File: src/rtl/spi_pkg.sv
// Shared constants for the SPI burst transfer controller: byte width and the
// FSM state encoding.
package spi_pkg;

    localparam int BYTE_W = 8;

    typedef logic [BYTE_W-1:0] byte_t;

    localparam logic [2:0] ST_IDLE    = 3'd0;
    localparam logic [2:0] ST_SETUP   = 3'd1;
    localparam logic [2:0] ST_ISSUE   = 3'd2;
    localparam logic [2:0] ST_WAIT    = 3'd3;
    localparam logic [2:0] ST_STORE   = 3'd4;
    localparam logic [2:0] ST_RELEASE = 3'd5;

endpackage

File: src/rtl/sync_fifo.sv
// Single-clock FIFO with a combinational head and extra-MSB wrap pointers.
// A pop frees space for a concurrent push; a pop of an empty FIFO is dropped.
module sync_fifo #(
    parameter int WIDTH = 8,
    parameter int DEPTH = 8
) (
    input  logic             i_clk,
    input  logic             i_reset,
    input  logic             i_push,
    input  logic             i_pop,
    input  logic [WIDTH-1:0] i_din,
    output logic [WIDTH-1:0] o_dout,
    output logic             o_full,
    output logic             o_empty
);

    localparam int AW = $clog2(DEPTH);
    localparam logic [AW:0] PTR_ONE = {{AW{1'b0}}, 1'b1};

    logic [AW:0]      r_wr_ptr;
    logic [AW:0]      r_rd_ptr;
    logic [WIDTH-1:0] r_mem [DEPTH];
    logic             w_do_push;
    logic             w_do_pop;

    assign o_empty   = (r_wr_ptr == r_rd_ptr);
    assign o_full    = (r_wr_ptr[AW] != r_rd_ptr[AW]) &&
                       (r_wr_ptr[AW-1:0] == r_rd_ptr[AW-1:0]);
    assign w_do_pop  = i_pop && !o_empty;
    assign w_do_push = i_push && (!o_full || w_do_pop);
    assign o_dout    = r_mem[r_rd_ptr[AW-1:0]];

    always_ff @(posedge i_clk) begin
        if (i_reset) begin
            r_wr_ptr <= '0;
            r_rd_ptr <= '0;
        end else begin
            if (w_do_push) begin
                r_wr_ptr <= r_wr_ptr + PTR_ONE;
            end
            if (w_do_pop) begin
                r_rd_ptr <= r_rd_ptr + PTR_ONE;
            end
        end
    end

    // Storage needs no reset: the head is only consumed when non-empty.
    always_ff @(posedge i_clk) begin
        if (w_do_push) begin
            r_mem[r_wr_ptr[AW-1:0]] <= i_din;
        end
    end

endmodule

File: src/rtl/spi_xfer_ctrl.sv
// Burst controller in front of an SPI master: drains a TX FIFO one byte per
// transaction under a single slave-select window and collects replies in an RX FIFO.
//
// state   | meaning
// IDLE    | ss high, waiting for go with TX data queued
// SETUP   | ss low, one-cycle select setup guard
// ISSUE   | waiting for master ready, then pop TX head and start
// WAIT    | transaction in flight, tx byte held stable
// STORE   | push received byte, decide next byte or release
// RELEASE | last cycle with ss low
module spi_xfer_ctrl
    import spi_pkg::*;
#(
    parameter int DEPTH = 8
) (
    input  logic              i_clk,
    input  logic              i_reset,
    input  logic              i_cfg_cpol,
    input  logic              i_cfg_cpha,
    input  logic              i_wr_en,
    input  logic [BYTE_W-1:0] i_wr_data,
    output logic              o_tx_full,
    input  logic              i_go,
    input  logic              i_rd_en,
    output logic [BYTE_W-1:0] o_rd_data,
    output logic              o_rx_empty,
    output logic              o_rx_overflow,
    output logic              o_busy,
    output logic              o_ss,
    output logic              o_spi_cpol,
    output logic              o_spi_cpha,
    output logic              o_spi_start,
    output logic [BYTE_W-1:0] o_spi_tx_data,
    input  logic [BYTE_W-1:0] i_spi_rx_data,
    input  logic              i_spi_done,
    input  logic              i_spi_ready
);

    logic [2:0] r_state;
    logic [2:0] w_state_nxt;

    byte_t r_spi_tx_data;
    byte_t r_rx_byte;
    byte_t r_rd_data;
    logic  r_ss;
    logic  r_start;
    logic  r_cpol;
    logic  r_cpha;
    logic  r_overflow;

    logic  w_tx_full;
    logic  w_tx_empty;
    byte_t w_tx_dout;
    logic  w_rx_full;
    logic  w_rx_empty;
    byte_t w_rx_dout;

    logic  w_issue;
    logic  w_rx_push;
    logic  w_rx_drop;
    logic  w_rd_accept;
    logic  w_tx_more;

    assign w_issue     = (r_state == ST_ISSUE) && i_spi_ready;
    assign w_rx_push   = (r_state == ST_STORE);
    assign w_rx_drop   = w_rx_push && w_rx_full && !i_rd_en;
    assign w_rd_accept = i_rd_en && !w_rx_empty;
    // A host write landing on the STORE decision edge still extends the burst.
    assign w_tx_more   = !w_tx_empty || i_wr_en;

    sync_fifo #(
        .WIDTH (BYTE_W),
        .DEPTH (DEPTH)
    ) u_tx_fifo (
        .i_clk   (i_clk),
        .i_reset (i_reset),
        .i_push  (i_wr_en),
        .i_pop   (w_issue),
        .i_din   (i_wr_data),
        .o_dout  (w_tx_dout),
        .o_full  (w_tx_full),
        .o_empty (w_tx_empty)
    );

    sync_fifo #(
        .WIDTH (BYTE_W),
        .DEPTH (DEPTH)
    ) u_rx_fifo (
        .i_clk   (i_clk),
        .i_reset (i_reset),
        .i_push  (w_rx_push),
        .i_pop   (i_rd_en),
        .i_din   (r_rx_byte),
        .o_dout  (w_rx_dout),
        .o_full  (w_rx_full),
        .o_empty (w_rx_empty)
    );

    always_comb begin
        w_state_nxt = r_state;
        case (r_state)
            ST_IDLE:    if (i_go && !w_tx_empty) w_state_nxt = ST_SETUP;
            ST_SETUP:   w_state_nxt = ST_ISSUE;
            ST_ISSUE:   if (i_spi_ready) w_state_nxt = ST_WAIT;
            ST_WAIT:    if (i_spi_done) w_state_nxt = ST_STORE;
            ST_STORE:   w_state_nxt = w_tx_more ? ST_ISSUE : ST_RELEASE;
            ST_RELEASE: w_state_nxt = ST_IDLE;
            default:    w_state_nxt = ST_IDLE;
        endcase
    end

    always_ff @(posedge i_clk) begin
        if (i_reset) begin
            r_state       <= ST_IDLE;
            r_ss          <= 1'b1;
            r_start       <= 1'b0;
            r_spi_tx_data <= '0;
            r_cpol        <= 1'b0;
            r_cpha        <= 1'b0;
            r_rx_byte     <= '0;
            r_rd_data     <= '0;
            r_overflow    <= 1'b0;
        end else begin
            r_state <= w_state_nxt;
            r_start <= w_issue;
            if ((r_state == ST_IDLE) && (w_state_nxt == ST_SETUP)) begin
                r_cpol <= i_cfg_cpol;
                r_cpha <= i_cfg_cpha;
                r_ss   <= 1'b0;
            end
            if (r_state == ST_RELEASE) begin
                r_ss <= 1'b1;
            end
            if (w_issue) begin
                r_spi_tx_data <= w_tx_dout;
            end
            if ((r_state == ST_WAIT) && i_spi_done) begin
                r_rx_byte <= i_spi_rx_data;
            end
            if (w_rd_accept) begin
                r_rd_data <= w_rx_dout;
            end
            if (w_rx_drop) begin
                r_overflow <= 1'b1;
            end
        end
    end

    assign o_tx_full     = w_tx_full;
    assign o_rd_data     = r_rd_data;
    assign o_rx_empty    = w_rx_empty;
    assign o_rx_overflow = r_overflow;
    assign o_busy        = (r_state != ST_IDLE);
    assign o_ss          = r_ss;
    assign o_spi_cpol    = r_cpol;
    assign o_spi_cpha    = r_cpha;
    assign o_spi_start   = r_start;
    assign o_spi_tx_data = r_spi_tx_data;

endmodule

File: config.mk
export PLATFORM = sky130hd
export DESIGN_NAME = spi_xfer_ctrl
export DESIGN_NICKNAME = d
export VERILOG_FILES = /design/src/rtl/spi_pkg.sv /design/src/rtl/sync_fifo.sv /design/src/rtl/spi_xfer_ctrl.sv
export SDC_FILE = /design/constraint.sdc
export NUM_CORES = 1
export LEC_CHECK = 0
export ABC_CLOCK_PERIOD_IN_PS = 2600
export BUFFER_PORTS_ARGS = -buffer_cell sky130_fd_sc_hd__buf_4
export CORE_ASPECT_RATIO = 0.75
export CORE_MARGIN = 1.5
export CORE_UTILIZATION = 54
export CTS_CLUSTER_SIZE = 25
export DETAILED_ROUTE_END_ITERATION = 10
export GPL_TIMING_DRIVEN = 0
export PLACE_DENSITY = 0.82
export SYNTH_ARGS = -nofsm -noshare
export SYNTH_HDL_FRONTEND = slang
export SYNTH_HIERARCHICAL = 1
export SYNTH_SLANG_ARGS = --single-unit
File: constraint.sdc
create_clock -name i_clk -period 2.6 [get_ports i_clk]
set_clock_uncertainty 0.1 [all_clocks]
set_input_delay 0 -clock i_clk [delete_from_list [all_inputs] [get_ports i_clk]]
set_output_delay 0 -clock i_clk [all_outputs]
set_load 0.005 [all_outputs]
==> run_results.csv, run 1 <==
group,metric,value,unit
status,outcome,"finished, violations left",
status,violations,"setup timing",
critical_path,r2r-start,"r_state[2]",
critical_path,cp.required,2540,ps
clocking,cts_inserted_buffers,17,
place,dp_slack,-444.3,ps
yosys,synthArstFlopShare,0,%
layout,syn_to_final_growth,20.22,%
critical_path,startpoint_type,"register",
floorplanning,die_area,14190,um2
routing,detailroute.via_count,4377,
place,finalWeightedCongestion,0.8049,
clocking,h-tree-depth,4,
yosys,syn_inst,471,
clocking,cts_tree,"yes",
sta,min_period,2637,ps
place,hpwl,9478,um
yosys,synth_flop_cell,"edfxtp_1",
floorplanning,die_h,103.5,um
sta,layout_worst_path_cycle_share,101.4,%
routing,routed_wl,15360,um
layout,layoutNonFillerInstCount,748,
critical_path,cp_max_fo,10,
sta,rsz0062_at_grt,"true",
global_routing,grt_pass1_wl,23490,um
routing,ant_nets,0,
power,vdd_drop_max,501.7,uV
global_routing,grt_max_degree,17,
global_routing,grtUsageTotal,22.91,%
critical_path,cp-end-kind,"register",
layout,seqCellArea,4925,um2
clocking,worstSkewPairLatency,420,ps
critical_path,crit_slowest_cell,"nor3_2",
yosys,syn_area,7278,um2
floorplanning,die_x,137.1,um
yosys,ys_ff_latch,182,
global_routing,grt_pass1_vias,4355,
sta,tightest_slew,918.7,ps
yosys,seq_area_frac_synth,67.66,%
layout,final_layout_size_suffix_gt1_share,28.77,%
floorplanning,io_pins,49,
layout,nNetsFinal,595,
sta,setup_violations,16,
critical_path,path_class,"register to register",
yosys,ys.warnings.count,6,
yosys,synth.distinct_cells,45,
layout,fill_cells,884,
sta,drv_slew,0,
routing,drt_first_iter_violations,442,
yosys,synth_enable_flop_cells,128,
routing,wire_per_inst,20.54,um
min_path,hp-start,"i_spi_ready",
clocking,clockBufferDepth,2,
global_routing,grt.overflow.total,0,
clocking,cts.sinks,182,
run,maxCapViolations,0,
place,portBuffers,48,
critical_path,cp_num_buf_inv,1,
clocking,clk_pin_slew,60,ps
floorplanning,num_rows,36,
sta,max_clock_freq,379.2,MHz
routing,routed_via_density,5.852,
critical_path,cp.depth,4,
layout,multiInputGateArea,2233,um2
floorplanning,initial_core_util,55.72,%
yosys,syn_nets,500,
global_routing,grt_antenna_before_repair,0,
critical_path,reg2reg_depth,4,
critical_path,crit_chain,"buf_2 > nor3b_2 > o21ai_1 > nor3_2",
min_path,worst_hold_path.num_cells,4,
critical_path,max_stage_delay,810,ps
yosys,syn_avg_cell_area,15.45,um2
critical_path,path_delay_family,"simple AND/OR/NAND/NOR gates",
routing,drc,0,
clocking,cts_setup_buffers,0,
critical_path,crit_path_start,"r_state[2]",
sta,finalHoldViolations,0,
clocking,clock-root-buffer,"clkbuf_16",
power,cellLeakagePower,0.002829,uW
power,p_per_area,661.8,nW/um2
critical_path,cp.arrival,2580,ps
place,post-place-cells,692,
routing,drt-pass1-iter-count,7,
min_path,min_path_type,"input pin to register",
sta,fin_ws,-37.18,ps
layout,n_antenna_cell,0,
floorplanning,core_area,13060,um2
sta,worst_slew_margin_rel,38.42,%
stage by stage:
stage	util [%]	power [uW]	cell area (um2)	setup TNS [ps]	hold slack (ps)
finish	66.98	5790	8750	-456.4	44.17
global placement	60.11	3446	7853	-28620	128.8
CTS	66.73	5814	8717	-11370	18.22
global route	66.98	5953	8750	-5427	50.95
detailed placement	60.40	3465	7890	-17750	136.5
floorplan	-	3348	7278	0	-27.86
area by class of cell:
class	count	share of cell area, %
plain buffers	27	1.888
multi-input cells	251	25.53
inverters	11	0.5291
repair buffers	76	7.264
flip-flops and latches	182	56.28
well taps	171	2.445
clock inverters	10	0.9581
clock buffers	20	5.105
cells in the final DEF, fill, tap and decap left out, types with 4 or more instances in the layout:
cell / Yosys / final
edfxtp_1: 128 / 128
buf_4: 4 / 54
dfxtp_1: 54 / 54
nand2_1: 38 / 38
mux4_2: 32 / 32
nor2_1: 28 / 27
dlygate4sd3_1: 0 / 26
a21oi_1: 24 / 24
mux2_2: 20 / 20
clkbuf_16: 0 / 17
nor2b_1: 12 / 12
mux2i_1: 12 / 12
buf_2: 9 / 9
clkbuf_1: 7 / 9
o21ai_0: 11 / 9
inv_1: 8 / 8
nand2b_1: 8 / 8
xnor2_1: 8 / 8
nand3_1: 6 / 6
buf_6: 5 / 5
or3_1: 5 / 5
nor3_2: 0 / 5
nor3_4: 1 / 4
xor2_1: 4 / 4
nand4_1: 4 / 4
ha_1: 4 / 4
sequential cells by signal, summed over array words and instances, names as in the netlist, 3 cells and up, named ones only:
register and cells:
r_state 3, u_rx_fifo/r_mem 64, u_tx_fifo/r_wr_ptr 4, o_rd_data 8
o_spi_tx_data 8, u_tx_fifo/r_rd_ptr 4, r_rx_byte 8, u_tx_fifo/r_mem 64
u_rx_fifo/r_wr_ptr 4, u_rx_fifo/r_rd_ptr 4
where the power goes:
group | total [uW] | internal [uW] | leakage [uW] | switching [uW]
sequential | 3140 | 3130 | 0.00151 | 17.8
combinational | 304 | 148 | 0.00107 | 155
clock | 2340 | 1320 | 0.000254 | 1020
logic make-up (layout without fill, tap and decap cells):
logic type	Yosys count	after routing	synth area share, %
mux	64	64	14.65
fa+ha+maj	4	4	0.6877
buf+inv	38	144	2.905
flops	182	182	67.66
xor+xnor	12	12	1.444
simple gates	121	121	8.389
compound gates	50	50	4.264
worst register-to-register path, stage by stage (launching register included):
cell,delay [ps]
dfxtp_1,300
buf_2,210
nor3b_2,490
o21ai_1,350
nor3_2,810
cell usage after synthesis (4+ instances only):
cell type	n	share of area, %
nor2b_1	12	1.0
dfxtp_1	54	15
nand2b_1	8	0.69
ha_1	4	0.69
xor2_1	4	0.48
a21oi_1	24	1.7
nand3_1	6	0.41
buf_6	5	0.77
nand4_1	4	0.34
nor3_1	8	0.55
mux2_2	20	3.1
mux4_2	32	9.9
buf_4	4	0.41
nor2_1	28	1.4
clkbuf_1	7	0.36
o21ai_0	11	0.76
mux2i_1	12	1.7
nand2_1	38	2.0
inv_1	8	0.41
xnor2_1	8	0.96
or3_1	5	0.43
edfxtp_1	128	53
buf_2	9	0.62
routing by layer:
metal / global-route usage (%) / vias up / routed length, um
li1: - / 1967 / -
met1: 31.68 / 2220 / 6535
met2: 34.82 / 170 / 7502
met3: 6.902 / 20 / 1109
met4: 7.970 / 0 / 214
met5: 0 / - / 0
final timing paths:
| kind | to | slack (ps) |
|---|---|---|
| worst min-delay path | o_spi_start | 40 |
| worst min register to register | o_spi_tx_data[5] | 370 |
| worst max register to register | u_rx_fifo/r_mem[3][2] | -40 |
| worst max-delay path | u_rx_fifo/r_mem[3][2] | -40 |
repair_timing:
| item | 4_1_cts | 5_1_grt |
|---|---|---|
| resized for setup | 6 | 5 |
| hold buffers | 26 | 0 |
| endpoints found under the hold margin | 87 | 0 |
| endpoints found under the setup margin | 52 | 88 |
Power figures use the tool's default switching activity.
==> inputs of run 2 (changes only) <==
CORE_ASPECT_RATIO = unset   (was 0.75)
SLEW_MARGIN = 20   (was unset)
==> run_results.csv, run 2 (same netlist as run 1, synthesis figures left out) <==
group,metric,value,unit
routing,drt_first_iter_violations,341,
routing,drt-pass1-iter-count,5,
floorplanning,num_rows,42,
floorplanning,die_x,119.1,um
floorplanning,io_pins,49,
power,power_frac_comb,5.1,%
global_routing,grtUsageTotal,21.82,%
critical_path,cp-end-kind,"register",
global_routing,grt_pass1_vias,4426,
sta,min_period,2451,ps
power,p_seq_share,53.7,%
global_routing,grt_max_degree,17,
clocking,clock-root-buffer,"clkbuf_16",
global_routing,grt_antenna_before_repair,0,
layout,final_cell_mix,"edfxtp_1 (128), buf_4 (55), dfxtp_1 (54)",
sta,setup_violations,0,
sta,hold_ws,249.9,ps
sta,drv_slew,0,
routing,wire_per_inst,19.14,um
critical_path,startpoint_type,"register",
layout,final_common_cell,"edfxtp_1",
power,power_frac_clock,41.2,%
sta,max_clock_freq,408.0,MHz
floorplanning,die_h,119.1,um
clocking,cts_tree,"yes",
power,total_power,5850,uW
global_routing,met2_usage,38.69,%
run,maxCapViolations,0,
place,post-place-cells,699,
place,hpwl,9439,um
status,outcome,"finished, final reports clean",
routing,routed_wl,14490,um
global_routing,grt_pass1_wl,22840,um
min_path,min_path_type,"input pin to register",
sta,worst_slew_margin_rel,36.10,%
sta,rsz0062_at_grt,"false",
sta,layout_worst_path_cycle_share,94.26,%
routing,routed_via_density,5.610,
routing,ant_nets,0,
global_routing,grt.overflow.total,0,
power,vdd_drop_max,795.9,uV
place,dp_slack,-2.892,ps
floorplanning,die_area,14180,um2
clocking,cts_inserted_buffers,17,
critical_path,r2r_slack,150,ps
place,portBuffers,48,
routing,detailroute.via_count,4247,
sta,tightest_slew,955.0,ps
layout,finalCoreUtilization,66.65,%
place,finalWeightedCongestion,0.7931,
global_routing,top_usage_layer,"met2",
layout,nNetsFinal,598,
sta,finalHoldViolations,0,
critical_path,cp.arrival,2400,ps
power,switching_share,19.72,%
global_routing,grtUsageMet1,25.65,%
layout,final_layout_size_suffix_gt1_share,29.09,%
layout,syn_to_final_growth,20.78,%
layout,fill_cells,889,
layout,layoutNonFillerInstCount,757,
power,p_int,4696,uW
critical_path,cp_max_fo,10,
clocking,clk_pin_slew,60,ps
clocking,clockBufferDepth,2,
power,p_per_area,665.5,nW/um2
routing,drc,0,
power,p_sw,1154,uW
layout,n_antenna_cell,0,
critical_path,path_class,"register to register",
clocking,h-tree-depth,4,
power,cellLeakagePower,0.002856,uW
global_routing,gr-usage-met3,5.460,%
clocking,cts.sinks,182,
clocking,worstSkewPairLatency,430,ps
floorplanning,core_area,13190,um2
critical_path,cp.required,2550,ps
sta,fin_ws,149.2,ps
floorplanning,initial_core_util,55.18,%
## run 2: cell count changes in the layout (fill, tap and decap cells not counted), sizes merged
cell,delta
buf,+2
clkinv,-2
bufinv,+1
clkbuf,+1
clkinvlp,+1
dlygate4sd3,+1
## run 2: cell type report
type | count | area [um2] | area share, %
Timing Repair Buffer | 79 | 658.1 | 7.486
Buffer | 27 | 165.2 | 1.879
Tap cell | 176 | 220.2 | 2.505
Inverter | 11 | 46.29 | 0.5266
Clock inverter | 10 | 106.4 | 1.210
Clock buffer | 21 | 450.4 | 5.124
Sequential cell | 182 | 4925 | 56.02
Multi-Input combinational cell | 251 | 2220 | 25.25
## run 2: path summary, 6_finish.rpt
check | cells after the start | to | from
setup / recovery | 4 | u_rx_fifo/r_mem[6][5] | r_state[2]
hold / removal | 2 | u_tx_fifo/r_mem[7][3] | i_wr_data[3]
setup reg to reg | 4 | u_rx_fifo/r_mem[6][5] | r_state[2]
hold reg to reg | 2 | o_spi_tx_data[4] | o_spi_tx_data[4]
## run 2: timing repair
| item | 4_1_cts | 5_1_grt |
|---|---|---|
| hold endpoints to repair | 87 | 0 |
| setup buffers | 0 | 0 |
| setup endpoints to repair | 24 | 62 |
| hold buffers | 27 | 0 |
| pin swaps | 0 | 0 |
| resized for setup | 0 | 6 |
## run 2: per-layer routing
metal	routed length (um)	vias to the layer above
met5	0	-
met1	5848	2131
met2	7812	110
met4	242	0
met3	589	25
li1	-	1981
## run 2: power by group through the flow
stage / registers, uW / logic [uW] / clock network [uW]
floorplan: 3200 / 147 / 0
global placement: 3200 / 242 / 0
detailed placement: 3200 / 258 / 0
CTS: 3140 / 294 / 2460
global route: 3140 / 320 / 2550
finish: 3140 / 297 / 2410
## run 2: per-stage QoR
stage               instance area (um2)  setup TNS, ps
finish                             8791              0
global route                       8791              0
CTS                                8766         -493.1
detailed placement                 7939         -18.82
global placement                   7859         -16480
floorplan                          7278              0
## run 2: worst max-delay path: stages (launching register included)
cell and delay [ps]:
dfxtp_1 310, buf_2 210, nor3b_4 420, o211ai_1 260, nor2_1 770
==> inputs of run 3 (changes only) <==
==> constraint.sdc (replaced) <==
create_clock -name i_clk -period 2.6 [get_ports i_clk]
set_clock_uncertainty 0.1 [all_clocks]
set_input_delay 0.52 -clock i_clk [delete_from_list [all_inputs] [get_ports i_clk]]
set_output_delay 0.52 -clock i_clk [all_outputs]
set_load 0.005 [all_outputs]
==> run_results.csv, run 3 (same netlist as run 1, synthesis figures left out) <==
group,metric,value,unit
power,power_frac_comb,4.5,%
place,post-place-cells,699,
floorplanning,num_rows,42,
critical_path,cp_max_fo,12,
global_routing,grt.overflow.total,0,
clocking,clockBufferDepth,2,
global_routing,grt_pass1_vias,4297,
layout,layoutNonFillerInstCount,730,
power,total_power,5817,uW
global_routing,grtUsageTotal,21.56,%
clocking,cts_tree,"yes",
clocking,cts_setup_buffers,0,
layout,final_cell_mix,"edfxtp_1 (128), buf_4 (55), dfxtp_1 (54)",
critical_path,crit_slowest_cell,"nor2_1",
critical_path,cp.arrival,2350,ps
sta,max_clock_freq,416.1,MHz
layout,nNetsFinal,571,
critical_path,max_stage_delay,770,ps
routing,drc,0,
floorplanning,die_area,14180,um2
floorplanning,initial_core_util,55.18,%
power,p_sw,1148,uW
power,p_per_area,682.7,nW/um2
routing,routed_wl,14180,um
layout,n_antenna_cell,0,
sta,rsz0062_at_grt,"false",
layout,fill_cells,914,
sta,min_period,2403,ps
power,p_int,4669,uW
critical_path,cp.required,2550,ps
layout,fin_area,8521,um2
layout,finalCoreUtilization,64.60,%
clocking,worstSkewPairLatency,430,ps
routing,ant_nets,0,
clocking,cts_inserted_buffers,17,
floorplanning,die_x,119.1,um
power,power_frac_clock,41.5,%
power,p_seq_share,54.0,%
place,hpwl,9439,um
routing,wire_per_inst,19.42,um
place,placed_cell_area,7939,um2
global_routing,grt_pass1_wl,22450,um
sta,tightest_slew,948.3,ps
place,finalWeightedCongestion,0.7931,
clocking,h-tree-depth,4,
global_routing,grt_antenna_before_repair,0,
floorplanning,io_pins,49,
routing,drt_first_iter_violations,300,
sta,layout_worst_path_cycle_share,92.44,%
power,switching_share,19.74,%
sta,drv_slew,0,
power,vdd_drop_max,809.8,uV
clocking,clk_pin_slew,60,ps
layout,final_common_cell,"edfxtp_1",
clocking,cts.sinks,182,
routing,drt-pass1-iter-count,5,
clocking,clock-root-buffer,"clkbuf_16",
place,portBuffers,48,
routing,detailroute.via_count,4199,
critical_path,path_class,"register to register",
sta,worst_slew_margin_rel,36.55,%
critical_path,cp-end-kind,"register",
routing,routed_via_density,5.752,
sta,setup_violations,0,
sta,finalHoldViolations,0,
run,maxCapViolations,0,
floorplanning,core_area,13190,um2
power,cellLeakagePower,0.002746,uW
status,outcome,"finished, final reports clean",
floorplanning,die_h,119.1,um
global_routing,grt_max_degree,17,
critical_path,crit_chain,"buf_2 > nand4bb_1 > buf_4 > inv_6 > o211ai_1 > nor2_1",
critical_path,startpoint_type,"register",
layout,final_layout_size_suffix_gt1_share,30.51,%
layout,syn_to_final_growth,17.07,%
min_path,min_path_type,"input pin to register",
## run 3: cell types whose count changed in the layout (fill, tap and decap cells not counted)
cell	previous run	this run
dlygate4sd3_1	27	0
## run 3: final cells by class
cell class / instances / area [um2] / share of cell area, %
Buffer: 27 / 165.2 / 1.938
Clock buffer: 21 / 450.4 / 5.286
Clock inverter: 10 / 106.4 / 1.248
Inverter: 11 / 46.29 / 0.5433
Multi-Input combinational cell: 251 / 2220 / 26.05
Sequential cell: 182 / 4925 / 57.80
Tap cell: 176 / 220.2 / 2.584
Timing Repair Buffer: 52 / 387.9 / 4.552
## run 3: final timing paths
check                    from                     to  slack [ps]  cells past startpoint
max                r_state[2]  u_tx_fifo/r_mem[6][5]         200                      6
min reg2reg  o_spi_tx_data[0]       o_spi_tx_data[0]         360                      2
min              i_wr_data[3]  u_tx_fifo/r_mem[0][3]         220                      1
max reg2reg        r_state[2]  u_tx_fifo/r_mem[6][5]         200                      6
## run 3: repair_timing
item                                    in CTS  in global routing
gates cloned                                 0                  0
endpoints found under the setup margin      24                 62
resized for setup                            0                  6
hold buffers                                 0                  0
## run 3: power groups by stage
stage	combinational [uW]	sequential [uW]	clock, uW
final	261	3140	2410
after global routing	284	3140	2550
after CTS	261	3140	2460
after detailed placement	258	3200	0
after global placement	242	3200	0
after floorplan	147	3200	0
## run 3: metal layers
layer,up-vias,routed length (um),GRT usage [%]
met4,0,262,7.982
met1,2115,5632,25.38
met3,27,663,5.891
li1,1926,-,-
met2,131,7622,37.86
met5,-,0,0
## run 3: worst max-delay path, delay by kind of cell (launching register included)
| family | cells | cell delay, ps |
|---|---|---|
| simple gates | 2 | 970 |
| compound gates | 1 | 170 |
| buf+inv | 3 | 500 |
| flops | 1 | 300 |
## run 3: through the flow
stage | hold slack (ps) | setup WS, ps | setup TNS (ps)
3_3_place_gp | 355.8 | -505.2 | -19710
3_5_place_dp | 357.0 | -2.892 | -18.82
5_1_grt | 207.4 | 35.95 | 0
2_1_floorplan | 352.7 | 196.6 | 0
6_report | 224.5 | 196.5 | 0
4_1_cts | 206.9 | -37.52 | -493.1
